**config.mk**
```make
export PLATFORM = sky130hd
export DESIGN_NAME = muldiv_unit
export DESIGN_NICKNAME = d
export VERILOG_FILES = /design/src/rtl/muldiv_unit.sv
export SDC_FILE = /design/constraint.sdc
export NUM_CORES = 1
export LEC_CHECK = 0
export ABC_AREA = 1
export BUFFER_PORTS_ARGS = -buffer_cell sky130_fd_sc_hd__buf_2
export CORE_MARGIN = 4
export CORE_UTILIZATION = 25
export CTS_CLUSTER_DIAMETER = 50
export DETAILED_ROUTE_END_ITERATION = 12
export PLACE_DENSITY = 0.45
export SKIP_LAST_GASP = 1
export SLEW_MARGIN = 25
export SYNTH_ARGS = -nofsm -noshare
export SYNTH_HDL_FRONTEND = slang
export SYNTH_SLANG_ARGS = --single-unit
```
**constraint.sdc**
```tcl
create_clock -name clk -period 20.5 [get_ports clk]
set_input_delay 1.025 -clock clk [delete_from_list [all_inputs] [get_ports clk]]
set_output_delay 1.025 -clock clk [all_outputs]
set_load 0.01 [all_outputs]
```
**src/rtl/muldiv_unit.sv**
```systemverilog
// Iterative radix-2 multiply / multiply-accumulate / divide engine with a 2*WIDTH result
// behind a valid/ready handshake; signed and unsigned operands, defined div-by-zero behaviour.
module muldiv_unit #(
    parameter int WIDTH = 32,
    parameter int CNT_W = $clog2(WIDTH + 1)
) (
    input  logic               clk,
    input  logic               reset,
    input  logic               in_valid,
    output logic               in_ready,
    input  logic [1:0]         op,
    input  logic               is_signed,
    input  logic [WIDTH-1:0]   a,
    input  logic [WIDTH-1:0]   b,
    input  logic [2*WIDTH-1:0] acc,
    output logic               out_valid,
    input  logic               out_ready,
    output logic [WIDTH-1:0]   result_lo,
    output logic [WIDTH-1:0]   result_hi,
    output logic [2:0]         flags
);
    localparam int W2 = 2 * WIDTH;
    localparam logic [1:0] OP_MUL = 2'b00;
    localparam logic [1:0] OP_MLA = 2'b01;
    localparam logic [1:0] OP_DIV = 2'b10;

    typedef enum logic [1:0] {
        IDLE = 2'b00,
        RUN  = 2'b01,
        FIX  = 2'b10,
        DONE = 2'b11
    } state_t;

    function automatic logic [WIDTH-1:0] neg_w(input logic [WIDTH-1:0] v);
        neg_w = (~v) + {{(WIDTH-1){1'b0}}, 1'b1};
    endfunction

    function automatic logic [W2-1:0] neg_w2(input logic [W2-1:0] v);
        neg_w2 = (~v) + {{(W2-1){1'b0}}, 1'b1};
    endfunction

    function automatic logic [WIDTH-1:0] mag(input logic [WIDTH-1:0] v, input logic sgn);
        if (sgn && v[WIDTH-1]) begin
            mag = neg_w(v);
        end else begin
            mag = v;
        end
    endfunction

    state_t             state_r, state_s;
    logic               in_ready_r, out_valid_r;
    logic [1:0]         op_r;
    logic               dbz_r, neg_res_r, neg_rem_r;
    logic [W2-1:0]      acc_r;
    logic [WIDTH-1:0]   opnd_r;
    logic [W2-1:0]      work_r;
    logic [CNT_W-1:0]   cnt_r;
    logic [WIDTH-1:0]   result_lo_r, result_hi_r;
    logic [2:0]         flags_r;

    logic               dbz_s;
    logic [WIDTH:0]     mul_sum_s;
    logic [W2-1:0]      mul_next_s;
    logic [WIDTH:0]     div_shift_s;
    logic               div_ge_s;
    logic [WIDTH-1:0]   div_diff_s;
    logic [W2-1:0]      div_next_s;
    logic [W2-1:0]      prod_s, mla_s;
    logic [WIDTH-1:0]   quo_s, rem_s;
    logic [WIDTH-1:0]   fix_lo_s, fix_hi_s;
    logic [2:0]         fix_flags_s;

    assign dbz_s     = (op == OP_DIV) && (b == {WIDTH{1'b0}});
    assign in_ready  = in_ready_r;
    assign out_valid = out_valid_r;
    assign result_lo = result_lo_r;
    assign result_hi = result_hi_r;
    assign flags     = flags_r;

    // State register with handshake outputs registered from the next state.
    always_ff @(posedge clk or posedge reset) begin
        if (reset) begin
            state_r     <= IDLE;
            in_ready_r  <= 1'b1;
            out_valid_r <= 1'b0;
        end else begin
            state_r     <= state_s;
            in_ready_r  <= (state_s == IDLE);
            out_valid_r <= (state_s == DONE);
        end
    end

    // Next-state decode; div-by-zero and the reserved op skip the iteration phase.
    always_comb begin
        state_s = state_r;
        case (state_r)
            IDLE: begin
                if (in_valid) begin
                    if ((op == 2'b11) || dbz_s) begin
                        state_s = FIX;
                    end else begin
                        state_s = RUN;
                    end
                end else begin
                    state_s = IDLE;
                end
            end
            RUN: begin
                if (cnt_r == CNT_W'(1)) begin
                    state_s = FIX;
                end else begin
                    state_s = RUN;
                end
            end
            FIX: state_s = DONE;
            DONE: begin
                if (out_ready) begin
                    state_s = IDLE;
                end else begin
                    state_s = DONE;
                end
            end
            default: state_s = IDLE;
        endcase
    end

    // One shift-add step (hi:lo product) and one restoring-divide step (hi=rem, lo=quotient).
    always_comb begin
        mul_sum_s   = {1'b0, work_r[W2-1:WIDTH]} +
                      (work_r[0] ? {1'b0, opnd_r} : {(WIDTH+1){1'b0}});
        mul_next_s  = {mul_sum_s, work_r[WIDTH-1:1]};
        div_shift_s = {work_r[W2-1:WIDTH], work_r[WIDTH-1]};
        div_ge_s    = (div_shift_s >= {1'b0, opnd_r});
        div_diff_s  = div_shift_s[WIDTH-1:0] - opnd_r;
        if (div_ge_s) begin
            div_next_s = {div_diff_s, work_r[WIDTH-2:0], 1'b1};
        end else begin
            div_next_s = {div_shift_s[WIDTH-1:0], work_r[WIDTH-2:0], 1'b0};
        end
    end

    // Sign fix-up and flag generation; a wrapped most-negative quotient falls out naturally.
    always_comb begin
        prod_s      = neg_res_r ? neg_w2(work_r) : work_r;
        mla_s       = prod_s + acc_r;
        quo_s       = neg_res_r ? neg_w(work_r[WIDTH-1:0]) : work_r[WIDTH-1:0];
        rem_s       = neg_rem_r ? neg_w(work_r[W2-1:WIDTH]) : work_r[W2-1:WIDTH];
        fix_lo_s    = {WIDTH{1'b0}};
        fix_hi_s    = {WIDTH{1'b0}};
        fix_flags_s = 3'b000;
        case (op_r)
            OP_MUL: begin
                {fix_hi_s, fix_lo_s} = prod_s;
                fix_flags_s = {1'b0, prod_s[W2-1], prod_s == {W2{1'b0}}};
            end
            OP_MLA: begin
                {fix_hi_s, fix_lo_s} = mla_s;
                fix_flags_s = {1'b0, mla_s[W2-1], mla_s == {W2{1'b0}}};
            end
            OP_DIV: begin
                if (dbz_r) begin
                    fix_hi_s    = work_r[W2-1:WIDTH];
                    fix_flags_s = 3'b101;
                end else begin
                    fix_lo_s    = quo_s;
                    fix_hi_s    = rem_s;
                    fix_flags_s = {1'b0, quo_s[WIDTH-1], quo_s == {WIDTH{1'b0}}};
                end
            end
            default: begin
                fix_lo_s    = {WIDTH{1'b0}};
                fix_hi_s    = {WIDTH{1'b0}};
                fix_flags_s = 3'b000;
            end
        endcase
    end

    // Operand capture at acceptance, iteration in RUN, result capture on the FIX->DONE edge.
    always_ff @(posedge clk or posedge reset) begin
        if (reset) begin
            op_r        <= 2'b00;
            dbz_r       <= 1'b0;
            neg_res_r   <= 1'b0;
            neg_rem_r   <= 1'b0;
            acc_r       <= {W2{1'b0}};
            opnd_r      <= {WIDTH{1'b0}};
            work_r      <= {W2{1'b0}};
            cnt_r       <= {CNT_W{1'b0}};
            result_lo_r <= {WIDTH{1'b0}};
            result_hi_r <= {WIDTH{1'b0}};
            flags_r     <= 3'b000;
        end else begin
            case (state_r)
                IDLE: begin
                    if (in_valid) begin
                        op_r      <= op;
                        dbz_r     <= dbz_s;
                        neg_res_r <= is_signed & (a[WIDTH-1] ^ b[WIDTH-1]);
                        neg_rem_r <= is_signed & a[WIDTH-1];
                        acc_r     <= acc;
                        cnt_r     <= CNT_W'(WIDTH);
                        if (op == OP_DIV) begin
                            opnd_r <= mag(b, is_signed);
                            // Divide-by-zero parks the raw dividend where the remainder is read.
                            work_r <= dbz_s ? {a, {WIDTH{1'b0}}}
                                            : {{WIDTH{1'b0}}, mag(a, is_signed)};
                        end else begin
                            opnd_r <= mag(a, is_signed);
                            work_r <= {{WIDTH{1'b0}}, mag(b, is_signed)};
                        end
                    end
                end
                RUN: begin
                    cnt_r  <= cnt_r - CNT_W'(1);
                    work_r <= (op_r == OP_DIV) ? div_next_s : mul_next_s;
                end
                FIX: begin
                    result_lo_r <= fix_lo_s;
                    result_hi_r <= fix_hi_s;
                    flags_r     <= fix_flags_s;
                end
                default: begin
                    cnt_r <= cnt_r;
                end
            endcase
        end
    end

endmodule

```
# After elaboration in Yosys (flattened, before gate mapping)
# Cells that the tools add are included.
# W data, S select, Z words.
dict set report totals {
  out_inout_bits 69
  input_bits 135
  wordCells 82
  ff_bits 242
}
dict set report op_classes {
  eq_ne 10
  addsub 9
  muxes 26
  bitwise 8
  magnitude_cmp 1
  reduce_logical 14
}
# cell n
set ops {}
lappend ops {{$mux W64} 6}
lappend ops {{$mux W32} 8}
lappend ops {{$pmux W32 S3} 2}
lappend ops {{$add A32 B1 Y32 const B} 4}
lappend ops {{$logic_not A64 Y1} 2}
lappend ops {{$not A32 Y32} 4}
lappend ops {{$pmux W64 S2} 1}
lappend ops {{$add A64 B1 Y64 const B} 1}
lappend ops {{$add A64 B64 Y64} 1}
lappend ops {{$logic_not A32 Y1} 2}
lappend ops {{$not A64 Y64} 1}
lappend ops {{$add A32 B32 Y33} 1}
lappend ops {{$ge A33 B32 Y1} 1}
lappend ops {{$sub A32 B32 Y32} 1}
lappend ops {{$eq A2 B2 Y1 const B} 6}
lappend ops {{$pmux W6 S2} 1}
lappend ops {{$pmux W3 S3} 1}
lappend ops {{$mux W2} 4}
lappend ops {{$pmux W2 S4} 1}
lappend ops {{$eq A6 B1 Y1 const B} 1}
lappend ops {{$logic_not A2 Y1} 3}
lappend ops {{$mux W6} 1}
lappend ops {{$sub A6 B1 Y6 const B} 1}
lappend ops {{$eq A2 B1 Y1 const B} 2}
lappend ops {{other kinds (8)} 12}

# Longest topological paths before layout
# Gate-level depths: netlist (run 1).
dict set report logic_depth {
  depth_word 7
  ltp_mapped 34
  ltp_nobuf 32
}

# Worst setup path before layout (run 1)
# Ideal clock, no wire load.
dict set report synth_timing {
  path_type {reg2reg}
  start {reg work_r[32]}
  end {reg flags_r[0] (netlist: flags[0])}
  path_slack_ns 17.134
  path_stages_with_launch 29
  required_ns 20.434
  setup_ns 0.066
  path_buffers 0
  synth_period_minus_slack_ns 3.366
  t_arrival_ns 3.301
  cell_sequence {dfrtp_1 > inv_1 > ha_1 > nand2_2 > nor2_4 > nand2_1 > nor2_1 > nand3_1 > nand2_1 > nand2_1 > nand2_1 > inv_1 > ha_1 > nand2_1 > inv_1 > nand2_1 > nor3_1 > nand2_1 > nor2_1 > nand2_1 > nand4_1 > nand2_1 > nor2_1 > nand3_1 > nor2_1 > nand4_1 > nand2_1 > nand2_1 > nand2_1}
}
dict set report synth_via {
  elab_chain_cells 6
  elab_cells_between_ends 7
  classes_between {add/sub: 2; mux: 2; bitwise: 1; reduce/logical: 2}
}
# element line
set synth_lines {}
lappend synth_lines {{start, declared} 56} ;# logic [W2-1:0] work_r;
lappend synth_lines {{start signal, assigned} 187} ;# work_r <= {W2{1'b0}};
lappend synth_lines {{start signal, assigned} 205} ;# work_r <= dbz_s ? {a, {WIDTH{1'b0}}}
lappend synth_lines {{start signal, assigned} 209} ;# work_r <= {{WIDTH{1'b0}}, mag(b, is_signed)};
lappend synth_lines {{$not A64 Y64} 39} ;# neg_w2 = (~v) + {{(W2-1){1'b0}}, 1'b1};
lappend synth_lines {{$add A64 B1 Y64} 39}
lappend synth_lines {{$mux W64 (*)} 144} ;# prod_s = neg_res_r ? neg_w2(work_r) : work_r;
lappend synth_lines {{$add A64 B64 Y64} 145} ;# mla_s = prod_s + acc_r;
lappend synth_lines {{$logic_not A64 Y1} 158} ;# fix_flags_s = {1'b0, mla_s[W2-1], mla_s == {W2{1'b0}}};
lappend synth_lines {{$pmux W3 S3 (*)} 151} ;# case (op_r)
lappend synth_lines {{end signal, assigned} 220} ;# flags_r <= fix_flags_s;
lappend synth_lines {{end, declared} 59} ;# logic [2:0] flags_r;
# Mark *: on every way between the ends. The rest lies on a longest branch, timed or not.
# A chain may end at the register's enable or synchronous reset.

# Worst setup path after layout (run 1)
dict set report layout_timing {
  start {reg work_r[0]}
  end {reg flags_r[0] (netlist: flags[0])}
}
dict set report layout_via {
  elab_chain_cells 6
  elab_cells_between_ends 12
  classes_between {add/sub: 3; mux: 4; bitwise: 2; reduce/logical: 3}
}
# element line
set layout_lines {}
lappend layout_lines {{$not A64 Y64 or $not A32 Y32 (tied branches)} {39, 35}}
lappend layout_lines {{$add A64 B1 Y64 or $add A32 B1 Y32 (tied branches)} {39, 35}}
lappend layout_lines {{$mux W64 or $mux W32 (tied branches)} {144, 146}}
lappend layout_lines {{$add A64 B64 Y64 or $logic_not A32 Y1 (tied branches)} {145, 167}}
lappend layout_lines {{$logic_not A64 Y1 or $mux W3 (tied branches)} {158, 161}}
lappend layout_lines {{$pmux W3 S3 (*)} 151}
# Marks and branches as above.

==> key figures, run 1 <==
Outcome
  • Status: completed

Synth
  • Post-synth top area share: 0.244
  • Number of flops mapped to enable cells by yosys: 0
  • Ys Warns: 0
  • Seq/Total Area, Yosys: 0.226
  • Syn avg cell area: 5.75 sq um
  • Syn Inst Count: 4657
  • Post-synth top area cell: nand2_1
  • Synth Flop Type: dfrtp_1
  • Post-synthesis register bit count: 242
  • Syn nets: 4933
  • Netlist cell types: 59
  • Top post-synthesis cells by area: nand2_1 (24%), dfrtp_1 (23%), inv_1 (9.0%)
  • Cell Area, Synth: 26800 sq um
  • Share of flip-flops with an asynchronous set or reset: 1.00

Flow run
  • Max-cap violations: 0

Clocking
  • CTS clock-pin slew for the worst setup and hold paths: 0.06 ns
  • Clk sinks: 242
  • H-tree levels: 2
  • Post-cts sizing count: 0
  • Max clock buf depth: 3
  • Clock root buffer: clkbuf_16
  • Worst-Skew Late Latency: 0.62 ns
  • Cts bufs inserted: 43
  • Setup bufs post-CTS: 0
  • # hold bufs at CTS: 0
  • CTS tree: yes

Pwr
  • PD cells: 219 nW/um^2
  • Pwr Total: 6.76 mW
  • Worst VDD drop: 0.0919 mV
  • Leakage: 16.2 nW

Detailed routing
  • Drt first pass iters: 6
  • Routed Antenna Nets: 0
  • Routed WL: 135000 um
  • Vias per cell: 4.92
  • Vias: 30.7k
  • Residual DRC: 0
  • First DRT Iteration DRCs: 2491
  • WL/cell: 21.7 um

Finish
  • Layout cells sized above 1: 0.0852
  • Synth-to-layout area growth: 15.2%
  • Fin area: 30800 sq um
  • Final Non-Filler Cells: 6242
  • Final Util: 0.291
  • Final nets: 5093

STA
  • Slew Limit Fails: 0
  • Final setup fails: 0
  • Min cycle time layout: 5.26 ns
  • Max frequency: 190 MHz
  • Layout Skew: 0.0256 ns
  • Worst setup margin: 15.24 ns
  • Hold Violations, Final: 0
  • RSZ-0062 raised after global routing: no
  • Tcrit/Tclk final: 0.257
  • Slew headroom: 0.262
  • Setup TNS: 0 ns
  • Hold slack: 0.475 ns
  • Worst-Margin Slew: 1.10 ns

Placed design
  • DPL Wire Length: 111000 um
  • Post-DP Area: 29300 sq um
  • Post-Place Setup Slack: 15.32 ns
  • GP Congestion: 0.987
  • Total placed cells including tap cells: 6163
  • Number of port buffers: 203

Floorplan
  • Die width: 335 um
  • Die area: 112000 sq um
  • Rows: 119
  • Die Ht: 335 um
  • Effective utilization at floorplan: 0.253
  • Core Region: 106000 sq um
  • # IOs: 204

Setup path
  • Worst Setup End Kind: flop
  • WS Path Type: reg -> reg
  • Crit path launch: work_r[0]$_DFFE_PP0P_
  • CP max FO: 36
  • Worst reg2reg path startpoint: work_r[0]$_DFFE_PP0P_
  • Worst Path Arrival: 5.81 ns
  • CP Data Required Time: 21.05 ns
  • Startpoint Class: flop

Global routing
  • GRT Total Usage: 0.235
  • Initial antenna violation count: 4
  • Global-route wire length before repair: 197000 um
  • Vias in the first global route: 30.6k
  • Global route overflow: 0
  • Largest net degree at the start of global routing: 84

Worst hold path
  • Hold Crit Class: reg -> reg
  • Min-delay src: result_hi[6]$_DFFE_PP0N_
synthesized netlist by cell type, types with 4 or more instances:
| cell | instances |
|---|---|
| o221ai_1 | 10 |
| o31ai_1 | 4 |
| o211ai_1 | 44 |
| xnor2_1 | 29 |
| nand3_1 | 248 |
| inv_2 | 10 |
| o21ai_1 | 17 |
| a21oi_1 | 254 |
| nor2_2 | 16 |
| nor2_4 | 14 |
| a221oi_1 | 5 |
| or2_2 | 13 |
| nor4_1 | 18 |
| nand3b_1 | 13 |
| nand2_1 | 1737 |
| clkinv_1 | 4 |
| a22o_1 | 7 |
| nor2_1 | 471 |
| and2_1 | 4 |
| inv_1 | 644 |
| o21bai_1 | 12 |
| dfrtp_1 | 241 |
| buf_1 | 11 |
| a22oi_1 | 5 |
| o21ai_0 | 276 |
| clkbuf_1 | 93 |
| nor3_1 | 36 |
| buf_2 | 14 |
| xor2_1 | 75 |
| a21o_1 | 14 |
| ha_1 | 138 |
| o21a_1 | 4 |
| a31oi_1 | 16 |
| nand2_2 | 14 |
| nand3_2 | 7 |
| nand4_1 | 49 |
| nor3_2 | 4 |
| o22ai_1 | 48 |
cell families after synthesis:
group,synth area share
buf+inv,0.111
flops,0.226
xor+xnor,0.0352
fa+ha+maj,0.0667
mux,0.000748
simple gates,0.407
compound gates,0.152
critical path, cell delays in order (launching register included):
cell and delay, ns:
dfrtp_1 0.36, buf_4 0.28, clkinv_2 0.16, ha_1 0.24, nand2_2 0.17, nor2_4 0.33
nand3_2 0.15, nor2_2 0.20, nand3_1 0.14, nand3_1 0.10, nand2_1 0.16, ha_1 0.40
nand2_1 0.15, nor2_1 0.25, nand2_1 0.20, nor3_1 0.56, and2_1 0.23, nand2_1 0.16
nand3_1 0.19, nand2_1 0.08, nor2_1 0.10, nand2_1 0.05, nor2_1 0.16, nand4_1 0.11
nand2_1 0.12, nand2_1 0.07, nand2_1 0.09
layer usage:
layer	wire length (um)	part of all wire	global-route usage	vias to the layer above
met1	58100	0.43	0.301	14200
met2	61500	0.46	0.390	1069
met4	8040	0.059	0.124	4
met3	7480	0.055	0.0268	261
met5	20	0.00015	0	-
li1	-	-	-	15200
sequential cells by signal, indices dropped and copies added (netlist names):
| name | flops |
|---|---|
| work_r | 64 |
| in_ready | 1 |
| out_valid | 1 |
| result_hi | 32 |
| op_r | 2 |
| cnt_r | 6 |
| opnd_r | 32 |
| result_lo | 32 |
| neg_res_r | 1 |
| dbz_r | 1 |
| acc_r | 64 |
| neg_rem_r | 1 |
| flags | 3 |
| state_r | 2 |
placed cells by master, fill, tap and decap left out, types with 43 or more instances in the layout:
cell type  synthesis  layout
a21oi_1          254     254
buf_2             14     203
clkbuf_16          0      43
dfrtp_1          241     240
ha_1             138     138
inv_1            644     641
nand2_1         1737    1737
nand3_1          248     247
nand4_1           49      49
nor2_1           471     465
o211ai_1          44      44
o21ai_0          276     276
o22ai_1           48      48
xor2_1            75      75
final timing paths:
check                                      endpoint  slack [ns]  cells after the start
max in group asynchronous     acc_r[36]$_DFFE_PP0P_       18.67                      3
max reg2reg                    flags[0]$_DFFE_PP0N_       15.24                     26
min                        result_hi[6]$_DFFE_PP0N_        0.47                      2
min reg2reg                result_hi[6]$_DFFE_PP0N_        0.47                      2
max                            flags[0]$_DFFE_PP0N_       15.24                     26
min in group asynchronous      cnt_r[3]$_DFFE_PP0P_        0.51                      2
power by group:
part	internal (mW)	switching, mW
clock network	0.474	0.295
registers	0.702	0.300
logic	1.46	3.53
final cells by class:
cell class | instances | area, sq um
antenna | 1 | 2.50
clock buffer | 49 | 1110
clock inverter | 29 | 393
fill | 12200 | 75000
inverter | 659 | 2480
multi-input combinational | 3633 | 17800
sequential | 242 | 6060
tap | 1391 | 1740
timing repair buffer | 238 | 1280
Note: power is estimated with default switching activity, not from simulation.
==> run 2, diff against run 1 <==
==> constraint.sdc (replaced) <==
create_clock -name clk -period 5.1 [get_ports clk]
set_input_delay 0.255 -clock clk [delete_from_list [all_inputs] [get_ports clk]]
set_output_delay 0.255 -clock clk [all_outputs]
set_load 0.01 [all_outputs]
==> run 2 against run 1 <==
Die area is the same. Critical path depth fell by 2. Critical path type unchanged. Sequential share of layout area down 0.79 points. Register-to-register slack worse by 15 ns. Clock power grew to 4.2 times the previous value. Total power rose to 4.2 times the previous value. Combinational power increased to 4.2 times the previous value. Critical endpoint is now result_hi[31]$_DFFE_PP0N_. Worst setup slack worse by 15 ns. Sequential power rose to 3.9 times the previous value. Clock-buffer cell count up 4. Largest power group unchanged.
==> key figures, run 2 (synthesized netlist as in run 1, its figures left out) <==
Setup path
  • CP max FO: 6
  • WS Path Type: reg -> reg
  • Crit path launch: work_r[58]$_DFFE_PP0P_
  • CP Data Required Time: 5.60 ns
  • Worst Path Arrival: 5.36 ns
  • Worst Setup End Kind: flop
  • Worst reg2reg path startpoint: work_r[58]$_DFFE_PP0P_
  • Startpoint Class: flop

Finish
  • Commonest non-fill, non-tap cell in the layout: nand2_1
  • Fill cells: 12.2k
  • Commonest cells after routing, fill and taps aside: nand2_1 (1737), inv_1 (639), nor2_1 (463), o21ai_0 (276), a21oi_1 (253)
  • Synth-to-layout area growth: 20.0%
  • Final nets: 5222
  • Multi-input logic area: 17800 sq um
  • Largest regs: acc_r: 64 flops, work_r: 64 flops
  • Register area: 6060 sq um
  • Layout cells sized above 1: 0.0967

Pwr
  • Worst VDD drop: 0.323 mV
  • Net Sw Frac: 0.608
  • Comb power frac: 0.745
  • Internal: 11.0 mW
  • Sw power: 17.1 mW
  • Clk pwr share: 0.115
  • Leakage: 16.9 nW
  • PD cells: 875 nW/um^2
  • Sequential share of power: 0.140

STA
  • Final setup fails: 0
  • Worst-Margin Slew: 1.05 ns
  • Tcrit/Tclk final: 0.952
  • Layout Skew: 0.0480 ns
  • Setup TNS: 0 ns
  • Slew Limit Fails: 0
  • RSZ-0062 raised after global routing: no
  • Hold Violations, Final: 0
  • Slew headroom: 0.301
  • Max frequency: 206 MHz
  • Min cycle time layout: 4.86 ns
  • Hold slack: 0.0226 ns

Clocking
  • Worst-Skew Late Latency: 0.63 ns
  • CTS clock-pin slew for the worst setup and hold paths: 0.06 ns
  • CTS tree: yes
  • Clock root buffer: clkbuf_16
  • Max clock buf depth: 3
  • Clk sinks: 242
  • Cts bufs inserted: 44
  • H-tree levels: 2

Detailed routing
  • Residual DRC: 0
  • Vias per cell: 4.94
  • Vias: 31.5k
  • WL/cell: 22.0 um
  • Routed WL: 140000 um
  • Drt first pass iters: 9
  • Routed Antenna Nets: 0
  • First DRT Iteration DRCs: 2687

Global routing
  • Met1 Resource Use GR: 0.313
  • Met3 Use GR: 0.0305
  • Largest net degree at the start of global routing: 133
  • Initial antenna violation count: 4
  • Vias in the first global route: 30.9k
  • Global-route wire length before repair: 203000 um
  • GRT Total Usage: 0.243
  • Grt peak-use layer: met2
  • Global route overflow: 0
  • Met2 usage: 0.402

Floorplan
  • Die Ht: 335 um
  • Die width: 335 um
  • Rows: 119
  • Core Region: 106000 sq um
  • Die area: 112000 sq um
  • # IOs: 204
  • Effective utilization at floorplan: 0.253

Flow run
  • Max-cap violations: 0

Placed design
  • Number of port buffers: 203
  • DPL Wire Length: 115000 um
  • GP Congestion: 0.962

Worst hold path
  • Hold Crit Class: in -> reg
  • Min-delay src: op[0]

Outcome
  • Status: completed
[run 2: cell types whose count changed in the layout (fill, tap and decap cells not counted), sizes merged]
cell,change
clkinv,+5
dlygate4sd3,+74
inv,-3
clkbuf,+4
buf,+54
clkinvlp,-2
[run 2: worst max-delay path, stage by stage, from the launching register on]
cell,delay [ns]
dfrtp_1,0.40
nor2_1,0.40
inv_1,0.08
nor3_1,0.47
nand3_1,0.29
nor2_1,0.19
nand3_1,0.09
nand2_1,0.11
nand2_1,0.05
nand2_1,0.23
inv_1,0.09
ha_1,0.43
a21oi_1,0.23
o21ai_0,0.12
a21oi_1,0.19
nand2_1,0.10
a21oi_1,0.12
nand2_1,0.08
inv_1,0.05
nand2_1,0.05
nand2_1,0.08
o21ai_1,0.08
o21ai_0,0.54
buf_4,0.21
nand2_1,0.04
[run 2: metrics by stage]
| stage | power [mW] | utilization | worst slack, ns | cells | area (sq um) |
|---|---|---|---|---|---|
| after floorplan | 16.7 | - | 1.67 | 4657 | 26800 |
| after global placement | 24.6 | 0.281 | 0.0472 | 6217 | 29800 |
| after detailed placement | 24.5 | 0.281 | 0.0728 | 6217 | 29800 |
| after CTS | 27.9 | 0.303 | 0.0630 | 6373 | 32100 |
| after global routing | 30.5 | 0.303 | 0.00578 | 6373 | 32100 |
| final | 28.1 | 0.304 | 0.244 | 6374 | 32100 |
[run 2: final timing paths]
path	endpoint	cells after the start	slack, ns
hold / removal	op_r[0]$_DFFE_PP0P_	3	0.02
setup / recovery	result_hi[31]$_DFFE_PP0N_	24	0.24
min in group asynchronous	state_r[1]$_DFF_PP0_	4	0.41
setup reg to reg	result_hi[31]$_DFFE_PP0N_	24	0.24
max in group asynchronous	acc_r[52]$_DFFE_PP0P_	4	3.90
hold reg to reg	result_hi[1]$_DFFE_PP0N_	2	0.47
[run 2: final cells by class]
class	instances	share of cell area
inverters	659	0.0772
diodes	1	0.0000779
clock inverters	29	0.0121
multi-input cells	3633	0.554
clock buffers	53	0.0376
repair buffers	366	0.0762
flip-flops and latches	242	0.189
well taps	1391	0.0542
[run 2: what timing repair did]
item                       4_1_cts  5_1_grt
hold endpoints to repair       239        0
setup endpoints to repair        0        4
hold buffers                    74        0
gates resized for setup          0        9
buffers inserted                 0        0
[run 2: metal layers]
metal	share of wire	routed length [um]
met3	0.061	8610
met4	0.056	7850
met5	0.00019	27
met2	0.45	63400
met1	0.43	60100
[run 2: power groups by stage]
stage / clock, mW / sequential [mW] / combinational [mW]
5_1_grt: 3.39 / 4.01 / 23.1
3_3_place_gp: 0 / 3.93 / 20.7
4_1_cts: 3.31 / 3.91 / 20.7
6_report: 3.23 / 3.93 / 21.0
2_1_floorplan: 0 / 3.56 / 13.1
3_5_place_dp: 0 / 3.93 / 20.5
